$ cat config.mk
export PLATFORM = sky130hd
export DESIGN_NAME = pipe_latch_elastic
export DESIGN_NICKNAME = d
export VERILOG_FILES = /design/src/rtl/pipe_latch_elastic.sv
export SDC_FILE = /design/constraint.sdc
export NUM_CORES = 1
export LEC_CHECK = 0
export BUFFER_PORTS_ARGS = -buffer_cell sky130_fd_sc_hd__buf_2
export CORE_UTILIZATION = 26
export CTS_BUF_LIST = sky130_fd_sc_hd__clkbuf_4
export DETAILED_ROUTE_END_ITERATION = 8
export GPL_TIMING_DRIVEN = 1
export HOLD_SLACK_MARGIN = 0.12
export PLACE_DENSITY = 0.52
export SYNTH_ARGS = -nofsm -noshare
export SYNTH_HDL_FRONTEND = slang
export SYNTH_SLANG_ARGS = --single-unit
export TNS_END_PERCENT = 1
$ cat constraint.sdc
create_clock -name clk -period 16.2 [get_ports clk]
set_input_delay 4.05 -clock clk [delete_from_list [all_inputs] [get_ports clk]]
set_output_delay 4.05 -clock clk [all_outputs]
set_load 0.005 [all_outputs]
$ cat src/rtl/pipe_latch_elastic.sv
// -----------------------------------------------------------------------------
// pipe_latch_elastic
//
// Elastic pipeline latch placed between two pipeline stages. It behaves like
// the classic stage register (driven by a 2-bit stage-control code) but holds
// up to DEPTH results in a small circular buffer. This lets the producing
// stage keep going for a few cycles while the consuming stage is busy.
//
// Ports
//   clk        rising-edge clock
//   rst        asynchronous reset, active low (0 = reset)
//   ctr[1:0]   stage control: 00 NORMAL, 01 STALL, 10 FLUSH, 11 DRAIN
//   in_valid   upstream offers in_data this cycle
//   in_data    payload, N bits
//   in_ready   latch accepts in_data this cycle
//   out_valid  head entry is valid
//   out_data   head entry payload (all zeros when empty)
//   out_ready  downstream consumes the head this cycle
//   count      number of occupied entries, 0..DEPTH
//
// Notes
//   - One cycle of latency: there is no bypass from in_data to out_data.
//   - in_ready depends only on registered state and ctr. It never depends
//     on out_ready, so no combinational ready path runs through the block.
// -----------------------------------------------------------------------------
module pipe_latch_elastic #(
   parameter int N     = 64,
   parameter int DEPTH = 2,
   parameter int CW    = $clog2(DEPTH + 1)
) (
   input  logic          clk,
   input  logic          rst,
   input  logic [1:0]    ctr,
   input  logic          in_valid,
   input  logic [N-1:0]  in_data,
   output logic          in_ready,
   output logic          out_valid,
   output logic [N-1:0]  out_data,
   input  logic          out_ready,
   output logic [CW-1:0] count
);

   // Pointer width. It is kept at least 1 bit wide so that DEPTH=1 still
   // gives a legal (constant-zero) pointer.
   localparam int PW = (DEPTH > 1) ? $clog2(DEPTH) : 1;

   typedef enum logic [1:0] {
      CTR_NORMAL = 2'b00,
      CTR_STALL  = 2'b01,
      CTR_FLUSH  = 2'b10,
      CTR_DRAIN  = 2'b11
   } ctr_e;

   ctr_e          w_mode;
   logic [N-1:0]  r_mem [DEPTH];
   logic [PW-1:0] r_wp;
   logic [PW-1:0] r_rp;
   logic [CW-1:0] r_cnt;
   logic [PW-1:0] w_wp_inc;
   logic [PW-1:0] w_rp_inc;
   logic [CW-1:0] w_cnt_next;
   logic          w_full;
   logic          w_empty;
   logic          w_push;
   logic          w_pop;

   assign w_mode  = ctr_e'(ctr);
   assign w_full  = (r_cnt == CW'(DEPTH));
   assign w_empty = (r_cnt == '0);

   // Explicit wrap from DEPTH-1 to 0. This keeps non-power-of-two depths
   // correct, where a plain binary rollover would step past the last entry.
   assign w_wp_inc = (r_wp == PW'(DEPTH - 1)) ? '0 : r_wp + 1'b1;
   assign w_rp_inc = (r_rp == PW'(DEPTH - 1)) ? '0 : r_rp + 1'b1;

   // The rst term holds in_ready low during reset, before any clock edge.
   assign in_ready  = (w_mode == CTR_NORMAL) && !w_full && rst;
   assign out_valid = !w_empty;
   assign out_data  = w_empty ? '0 : r_mem[r_rp];
   assign count     = r_cnt;

   assign w_push = in_valid && in_ready;
   // FLUSH and STALL are excluded here. A same-cycle out_ready under FLUSH
   // therefore never counts as a consumed entry.
   assign w_pop  = out_valid && out_ready &&
                   ((w_mode == CTR_NORMAL) || (w_mode == CTR_DRAIN));

   always_comb begin
      w_cnt_next = r_cnt;
      if (w_push && !w_pop) begin
         w_cnt_next = r_cnt + 1'b1;
      end else if (!w_push && w_pop) begin
         w_cnt_next = r_cnt - 1'b1;
      end
   end

   // Payload storage has no reset. Stale contents are never visible, because
   // out_data is forced to zero whenever the buffer is empty.
   always_ff @(posedge clk) begin
      if (w_push) begin
         r_mem[r_wp] <= in_data;
      end
   end

   always_ff @(posedge clk or negedge rst) begin
      if (!rst) begin
         r_wp  <= '0;
         r_rp  <= '0;
         r_cnt <= '0;
      end else if (w_mode == CTR_FLUSH) begin
         // Drop everything held. Aligning rp to wp (rather than zeroing both)
         // leaves the write pointer undisturbed.
         r_cnt <= '0;
         r_rp  <= r_wp;
      end else begin
         if (w_push) begin
            r_wp <= w_wp_inc;
         end
         if (w_pop) begin
            r_rp <= w_rp_inc;
         end
         r_cnt <= w_cnt_next;
      end
   end

endmodule

# After elaboration in Yosys (flattened, before gate mapping)

Memory sizes are Yosys's and may differ from the RTL's.
Cells that the tools add are included.

$add $sub $neg: 4
Multiply operators: 0
Div/mod/pow operators: 0
$lt $le $gt $ge: 0
Eq/ne operators: 3
Shift-type cells: 0
Multiplexer cells: 10
Bitwise logic cells: 1
Reduce and logical (&&, ||, !) cells: 17

Operators by type and width:

| cell                                                                | count |
|---|---|
| 64-bit two-way mux                                                  | 1 |
| 1-bit logical AND                                                   | 7 |
| 2-bit == test (second input constant)                               | 3 |
| 1-bit two-way mux                                                   | 6 |
| 2-bit two-way mux                                                   | 3 |
| 1-bit zero test                                                     | 4 |
| 2-bit zero test                                                     | 2 |
| 3-bit nonzero test                                                  | 1 |
| 1-bit adder (second input constant)                                 | 2 |
| 2-bit by 1-bit adder with 2-bit output (second input constant)      | 1 |
| 2-bit AND reduction                                                 | 1 |
| 2-bit nonzero test                                                  | 1 |
| 2-bit by 1-bit subtractor with 2-bit output (second input constant) | 1 |
| 1-bit logical OR                                                    | 1 |
| 1-bit NOT                                                           | 1 |

Register bits: 4
Bits in latches: 0
Memory bits (writable): 128
ROM bits: 0
Output and inout port bits: 68
Memories: 1

Memory list:

| memory | depth | bits a word | read ports | clocked after memory_dff | write ports | line | text |
|---|---|---|---|---|---|---|---|
| r_mem  | 2     | 64          | 1          | 0                        | 1           | 55   | `logic [N-1:0] r_mem [DEPTH];` |

# Depth between registers and ports, before layout

Gate-level depths: netlist of the first run.

Depth after elaboration: 10
Gate-level depth with buffers: 5
Mapped depth without buffers: 5

# Worst setup path before layout of the first run

OpenSTA, ideal clock, no wires.

Path type: input port to flip-flop
Start: input ctr[0]
End: memory r_mem[1][0], enable pin
Library setup time: 578 ps
Arrival: 9154 ps
Required time: 15622 ps
Path slack: 6467 ps
Cell stages on the path: 4
Path buffers: 0
Cells stage by stage: inv_1 > ha_1 > nand3_1 > nor3b_1

Cells in the longest elaborated chain, start to end: 6

RTL lines:

| what                                    | line | text |
|---|---|---|
| start: declaration                      | 33   | `input logic [1:0] ctr,` |
| 2-bit zero test                         | 77   | `assign in_ready = (w_mode == CTR_NORMAL) && !w_full && rst;` |
| 1-bit logical AND (2 in series)         | 77   |  |
| 1-bit logical AND                       | 82   | `assign w_push = in_valid && in_ready;` |
| 1-bit two-way mux                       | 100  | `if (w_push) begin` |
| 1-bit two-way mux (implied by the code) | 101  | `r_mem[r_wp] <= in_data;` |
| end: declaration                        | 55   |  |

No other way between the ends.

# Final worst setup path of the first run

Start: input ctr[0]
End: output in_ready

Cells in the longest elaborated chain, start to end: 3

RTL lines:

| what                            | line | text |
|---|---|---|
| 2-bit zero test                 | 77   |  |
| 1-bit logical AND (2 in series) | 77   |  |
| end: declaration                | 36   | `output logic in_ready,` |

No other way between the ends.

==> qor.txt, run 1 <==
Outcome: completed
Total GRT Usage: 0.107
Most frequent cell after synthesis: edfxtp_1
Die ar.: 0.0204 sq mm
Final setup vio count: 0
Maximum VDD drop: 36.2 uV
# diodes: 0
Vias in the first global route: 3124
Simple-gate share of the synthesized area: 0.0709
HP Class: flip-flop to flip-flop
HPWL Detailed: 6220 um
Chip height: 143 um
Leading area contributor after synthesis: edfxtp_1
Worst Path Class, Setup: input pin to primary output
Final period utilization: 0.536
Setup TNS: 0 ps
Crit. End Element: primary output
Adder-cell share of the synthesized area: 0.00485
Crit-path max FO: 3
Starting density of the core: 0.265
Max H-tree Level: 4
I/O pin count: 138
Vias per Instance: 4.06
Xor and xnor area share after synthesis: 0.00170
Core area: 0.0195 sq mm
Avg Inst Size Synth: 17.0 sq um
Initial antenna violation count: 0
Max-Cap Viols: 0
Detailed-route via count: 2953
Total number of yosys warnings: 0
Worst-Margin Slew: 943 ps
Mapped Cells: 304
RSZ-0062 raised after global routing: false
Final cell utilization of the core: 0.328
Mux contribution to synthesized area: 0.124
Num CTS Buffers: 17
# rows: 51
Multi-input gate area: 0.00109 sq mm
Resized Gates After CTS: 0
Congestion Overflow GR: 0
Global-route wire length before repair: 15900 um
Critical path data required time: 12150 ps
Post-route ant nets: 0
Synth unique cells: 26
Post-synthesis register bit count: 132
Largest net degree at the start of global routing: 68
Power Density: 120 mW/mm^2
Slew margin rel.: 0.372
Hold Path Stages: 1
Post-synthesis compound-gate area fraction: 0.00631
Die extent in x: 143 um
Placer Congestion: 0.699
Top cell type's share of synthesized area: 0.745
Top cells by count, synth: edfxtp_1, nor2_1, mux2i_1
Reg area: 0.00395 sq mm
Crit path DAT: 4630 ps
P&R area growth vs syn: 23.9%
Asr flop ratio synth: 0.0303
Seq/Total Area, Yosys: 0.765
Worst setup SP type: input pin
CTS sink count: 132
CTS max path bufs: 2
Nets: 522
Final Critical Period: 8680 ps
First drt pass iteration count: 4
TritonCTS clock tree: built
LEAKAGE: 2.51 nW
Syn Nets: 376
Max Clock Skew: 11.1 ps
Iter 0 DRT Violations: 109
Synth top area cells: edfxtp_1, mux2i_1, nor2_1
Post-CTS Hold Buffers: 0
IO Port Bufs: 137
Peak Freq: 115 MHz
Largest family of logic cells by synthesized area: multiplexers
Synthesized area: 0.00516 sq mm
Layout cell share with drive strength beyond 1: 0.384
Clock-pin slew on the worst setup and hold paths: 110 ps
Drt drc: 0
Worst skew pair latency: 520 ps
Root Buffer: clkbuf_4
Hold Vio Cnt, Final: 0
FILL cells: 1939
Post-synth EDFFs: 128
Wire per inst: 14.3 um
Postcts setup bufs: 0
Worst R2R Path Depth: 3
Main synth FF type: edfxtp_1
WL final: 10400 um
Slew Limit Fails: 0
## layout by cell type, fill, tap and decap left out, drive strengths merged, types with 2 or more instances in the layout
cell	netlist	final
nor2	67	67
nand2b	2	2
bufinv	0	3
nor2b	3	3
inv	2	3
nand3	2	2
nor3	2	2
edfxtp	128	128
nor4	3	3
nand2	2	2
mux2i	64	64
clkbuf	0	18
a21oi	2	2
clkinv	1	11
buf	14	141
dfrtp	4	4
ha	2	2
## critical path, stage by stage
cell     delay [ps]
buf_2            90
inv_1            70
ha_1            170
nand2_1          50
nor2_1           80
buf_2           120
## report_power, final
part | switching, mW | total, mW | internal, mW
registers | 0.0216 | 0.410 | 0.388
logic | 0.0648 | 0.130 | 0.0649
clock network | 0.121 | 0.229 | 0.108
## metrics by stage
stage	total power, mW	setup WS [ps]	hold WS (ps)	area (sq um)	cells
6_report	0.769	7520	547	6390	728
5_1_grt	0.814	7460	568	6390	728
4_1_cts	0.787	7520	550	6390	728
3_5_place_dp	0.553	7520	533	6090	696
3_3_place_gp	0.550	7520	528	6090	696
2_1_floorplan	0.514	6470	478	5160	304
## logic make-up after synthesis
| kind of cell | count (synthesis) |
|---|---|
| mux | 64 |
| xor+xnor | 1 |
| fa+ha+maj | 2 |
| compound gates | 5 |
| flops | 132 |
| simple gates | 83 |
| buf+inv | 17 |
## cell type report
type	instances	share of cell area
Clock buffer	18	0.0211
Clock inverter	14	0.0253
Inverter	3	0.00176
Multi-Input combinational cell	155	0.170
Sequential cell	132	0.618
Tap cell	265	0.0519
Timing Repair Buffer	141	0.112
## state kept, by name, indices dropped and copies added, names as in the netlist
name,cells
r_wp,1
count,2
r_rp,1
r_mem,128
## final timing paths
kind	startpoint	end	slack (ps)
hold reg to reg	r_wp	r_wp	550
setup / recovery	ctr[0]	in_ready	7520
hold / removal	r_wp	r_wp	550
setup reg to reg	r_rp	r_rp	14200
min in group asynchronous	rst	count[0]	3340
max in group asynchronous	rst	r_rp	12710
## per-layer routing
layer / up-vias / wire (um) / global-route usage
met2: 92 / 5300 / 0.187
met3: 18 / 557 / 0.0389
li1: 1424 / - / -
met1: 1419 / 4320 / 0.113
met4: 0 / 215 / 0.0560
met5: - / 0 / 0
(Power assumes the default switching activity.)
==> inputs of run 2 (changes only) <==
--- a/config.mk
+++ b/config.mk
@@ -11,7 +11,7 @@
 export DETAILED_ROUTE_END_ITERATION = 8
 export GPL_TIMING_DRIVEN = 1
 export HOLD_SLACK_MARGIN = 0.12
-export PLACE_DENSITY = 0.52
+export PLACE_DENSITY = 0.54
 export SYNTH_ARGS = -nofsm -noshare
 export SYNTH_HDL_FRONTEND = slang
 export SYNTH_SLANG_ARGS = --single-unit
==> constraint.sdc (replaced) <==
create_clock -name clk -period 7.7 [get_ports clk]
set_input_delay 1.925 -clock clk [delete_from_list [all_inputs] [get_ports clk]]
set_output_delay 1.925 -clock clk [all_outputs]
set_load 0.005 [all_outputs]
==> run 2 against run 1 <==
Compared with the run above:
- via count increased by 0.91%
- worst setup slack worse by 4300 ps
- register-to-register slack got worse by 8500 ps
- sequential power is 110% higher
- sequential share of layout area rose by 0.097 points
- die area did not move
- hold slack lost 5.9 ps
- cell count is the same
- count of clock-buffer cells in the layout rose by 5
- clock power rose by 110%
- critical path depth unchanged
- critical endpoint unchanged
- largest power group unchanged
==> qor.txt, run 2 (synthesis results as in run 1) <==
Num CTS Buffers: 17 (unchanged)
HP Class: flip-flop to flip-flop (unchanged)
Maximum VDD drop: 97.5 uV (was 36.2 uV)
# diodes: 0 (unchanged)
CTS max path bufs: 2 (unchanged)
I/O pin count: 138 (unchanged)
Max H-tree Level: 4 (unchanged)
Worst R2R Path Depth: 3 (unchanged)
Biggest register: r_mem (unchanged)
TritonCTS clock tree: built (unchanged)
RR Endpoint: r_mem[1][38] (was r_rp)
Sw Ratio: 0.256 (was 0.270)
Crit. End Element: primary output (unchanged)
Clock-pin slew on the worst setup and hold paths: 100 ps (was 110 ps)
P&R area growth vs syn: 23.7% (was 23.9%)
Setup TNS: 0 ps (unchanged)
Worst skew pair latency: 500 ps (was 520 ps)
Largest register FFs: 128 (unchanged)
Max Clock Skew: 18.0 ps (was 11.1 ps)
Worst setup SP type: input pin (unchanged)
WL final: 10100 um (was 10400 um)
Outcome: completed (unchanged)
Detailed-route via count: 2980 (was 2953)
Commonest cells after routing, fill and taps aside: buf_2, edfxtp_1, nor2_1 (unchanged)
R2R setup slack: 5730 ps (was 14200 ps)
LEAKAGE: 2.51 nW (about the same)
Most Used Layer, Global Route: met2 (unchanged)
Most common cell after layout, fill and taps aside: buf_2 (unchanged)
Nets: 522 (unchanged)
Max-Cap Viols: 0 (unchanged)
Met1 GRT Util: 0.112 (was 0.113)
Placer Congestion: 0.730 (was 0.699)
CTS sink count: 132 (unchanged)
Vias in the first global route: 3136 (was 3124)
Resized Gates After CTS: 0 (unchanged)
RSZ-0062 raised after global routing: false (unchanged)
CP startpoint: ctr[0] (unchanged)
Hold_sp: r_wp (unchanged)
Total GRT Usage: 0.104 (was 0.107)
Final cell count without fillers: 728 (unchanged)
Post-CTS Hold Buffers: 0 (unchanged)
Final setup vio count: 0 (unchanged)
Final period utilization: 0.577
Peak Freq: 225 MHz
Hold WS: 541 ps (was 547 ps)
Crit path DAT: 2520 ps (was 4630 ps)
Critical path data required time: 5780 ps (was 12150 ps)
Iter 0 DRT Violations: 131 (was 109)
Worst-Margin Slew: 899 ps (was 943 ps)
Hold Path Stages: 1 (unchanged)
Wire per inst: 13.9 um (was 14.3 um)
Congestion Overflow GR: 0 (unchanged)
Largest net degree at the start of global routing: 68 (unchanged)
Core area: 0.0195 sq mm (unchanged)
Crit-path max FO: 3 (unchanged)
Switching Power: 0.410 mW (was 0.207 mW)
Layout cell share with drive strength beyond 1: 0.378 (was 0.384)
Clock power share: 0.295 (was 0.298)
Chip height: 143 um (unchanged)
Worst Path Class, Setup: input pin to primary output (unchanged)
Placed insts: 696 (unchanged)
Slew margin rel.: 0.401 (was 0.372)
First drt pass iteration count: 6 (was 4)
Root Buffer: clkbuf_4 (unchanged)
Combinational Power Share: 0.168 (was 0.169)
Power Density: 252 mW/mm^2 (was 120 mW/mm^2)
Sequential fraction of design power: 0.537 (was 0.533)
Die extent in x: 143 um (unchanged)
Post-route ant nets: 0 (unchanged)
Drt drc: 0 (unchanged)
Slew Limit Fails: 0 (unchanged)
Postcts setup bufs: 0 (unchanged)
Met3 usage: 0.0453 (was 0.0389)
Global-route wire length before repair: 15600 um (was 15900 um)
Hold EP: r_wp (unchanged)
Die ar.: 0.0204 sq mm (unchanged)
Final cell utilization of the core: 0.328 (about the same)
Vias per Instance: 4.09 (was 4.06)
Int Power: 1.20 mW (was 0.561 mW)
Worst R2R Start: count[1] (was r_rp)
Starting density of the core: 0.265 (unchanged)
# rows: 51 (unchanged)
HPWL Detailed: 6190 um (was 6220 um)
Initial antenna violation count: 0 (unchanged)
Met2 usage: 0.176 (was 0.187)
Hold Vio Cnt, Final: 0 (unchanged)
Final Critical Period: 4440 ps
IO Port Bufs: 137 (unchanged)
[run 2: cell types whose count changed in the layout (fill, tap and decap cells not counted), sizes merged]
cell / before / now
inv: 3 / 2
clkinv: 11 / 7
clkbuf: 18 / 23
[run 2: per-layer routing]
metal | vias to the layer above | share of wire | routed length (um)
met5 | - | 0 | 0
met4 | 0 | 0.0076 | 77
met3 | 5 | 0.063 | 635
met2 | 90 | 0.50 | 5030
met1 | 1465 | 0.43 | 4340
li1 | 1420 | - | -
[run 2: how the worst max path moves through the flow]
stage | slack, ps | to
after global routing | 3050 | out_data[22]
after detailed placement | 3270 | in_ready
after global placement | 3270 | in_ready
final | 3260 | in_ready
after CTS | 3140 | out_data[46]
after floorplan | 90 | r_mem[1][0]
[run 2: worst max-delay path, stage by stage]
cell     delay, ps
buf_2           90
inv_1           70
ha_1           180
nand2_1         60
nor2_1          70
buf_2          110
[run 2: final cells by class]
cell class                      count  area (sq um)
Clock inverter                      9           114
Multi-Input combinational cell    155          1090
Tap cell                          265           332
Timing Repair Buffer              141           716
Clock buffer                       23           173
Inverter                            3          11.3
Sequential cell                   132          3950
Fill cell                        1932         13100
[run 2: stage by stage]
step	power, mW	area, sq um	setup WS [ps]
after floorplan	1.08	5160	92.4
after global placement	1.15	6090	3270
after detailed placement	1.16	6090	3270
after CTS	1.64	6380	3140
after global routing	1.69	6380	3050
final	1.61	6380	3260
[run 2: power groups by stage]
stage                     sequential [mW]  combinational, mW  clock [mW]
after floorplan                     0.844              0.237           0
after global placement              0.880              0.274           0
after detailed placement            0.882              0.276           0
after CTS                           0.866              0.277       0.499
after global routing                0.869              0.297       0.527
final                               0.863              0.269       0.473
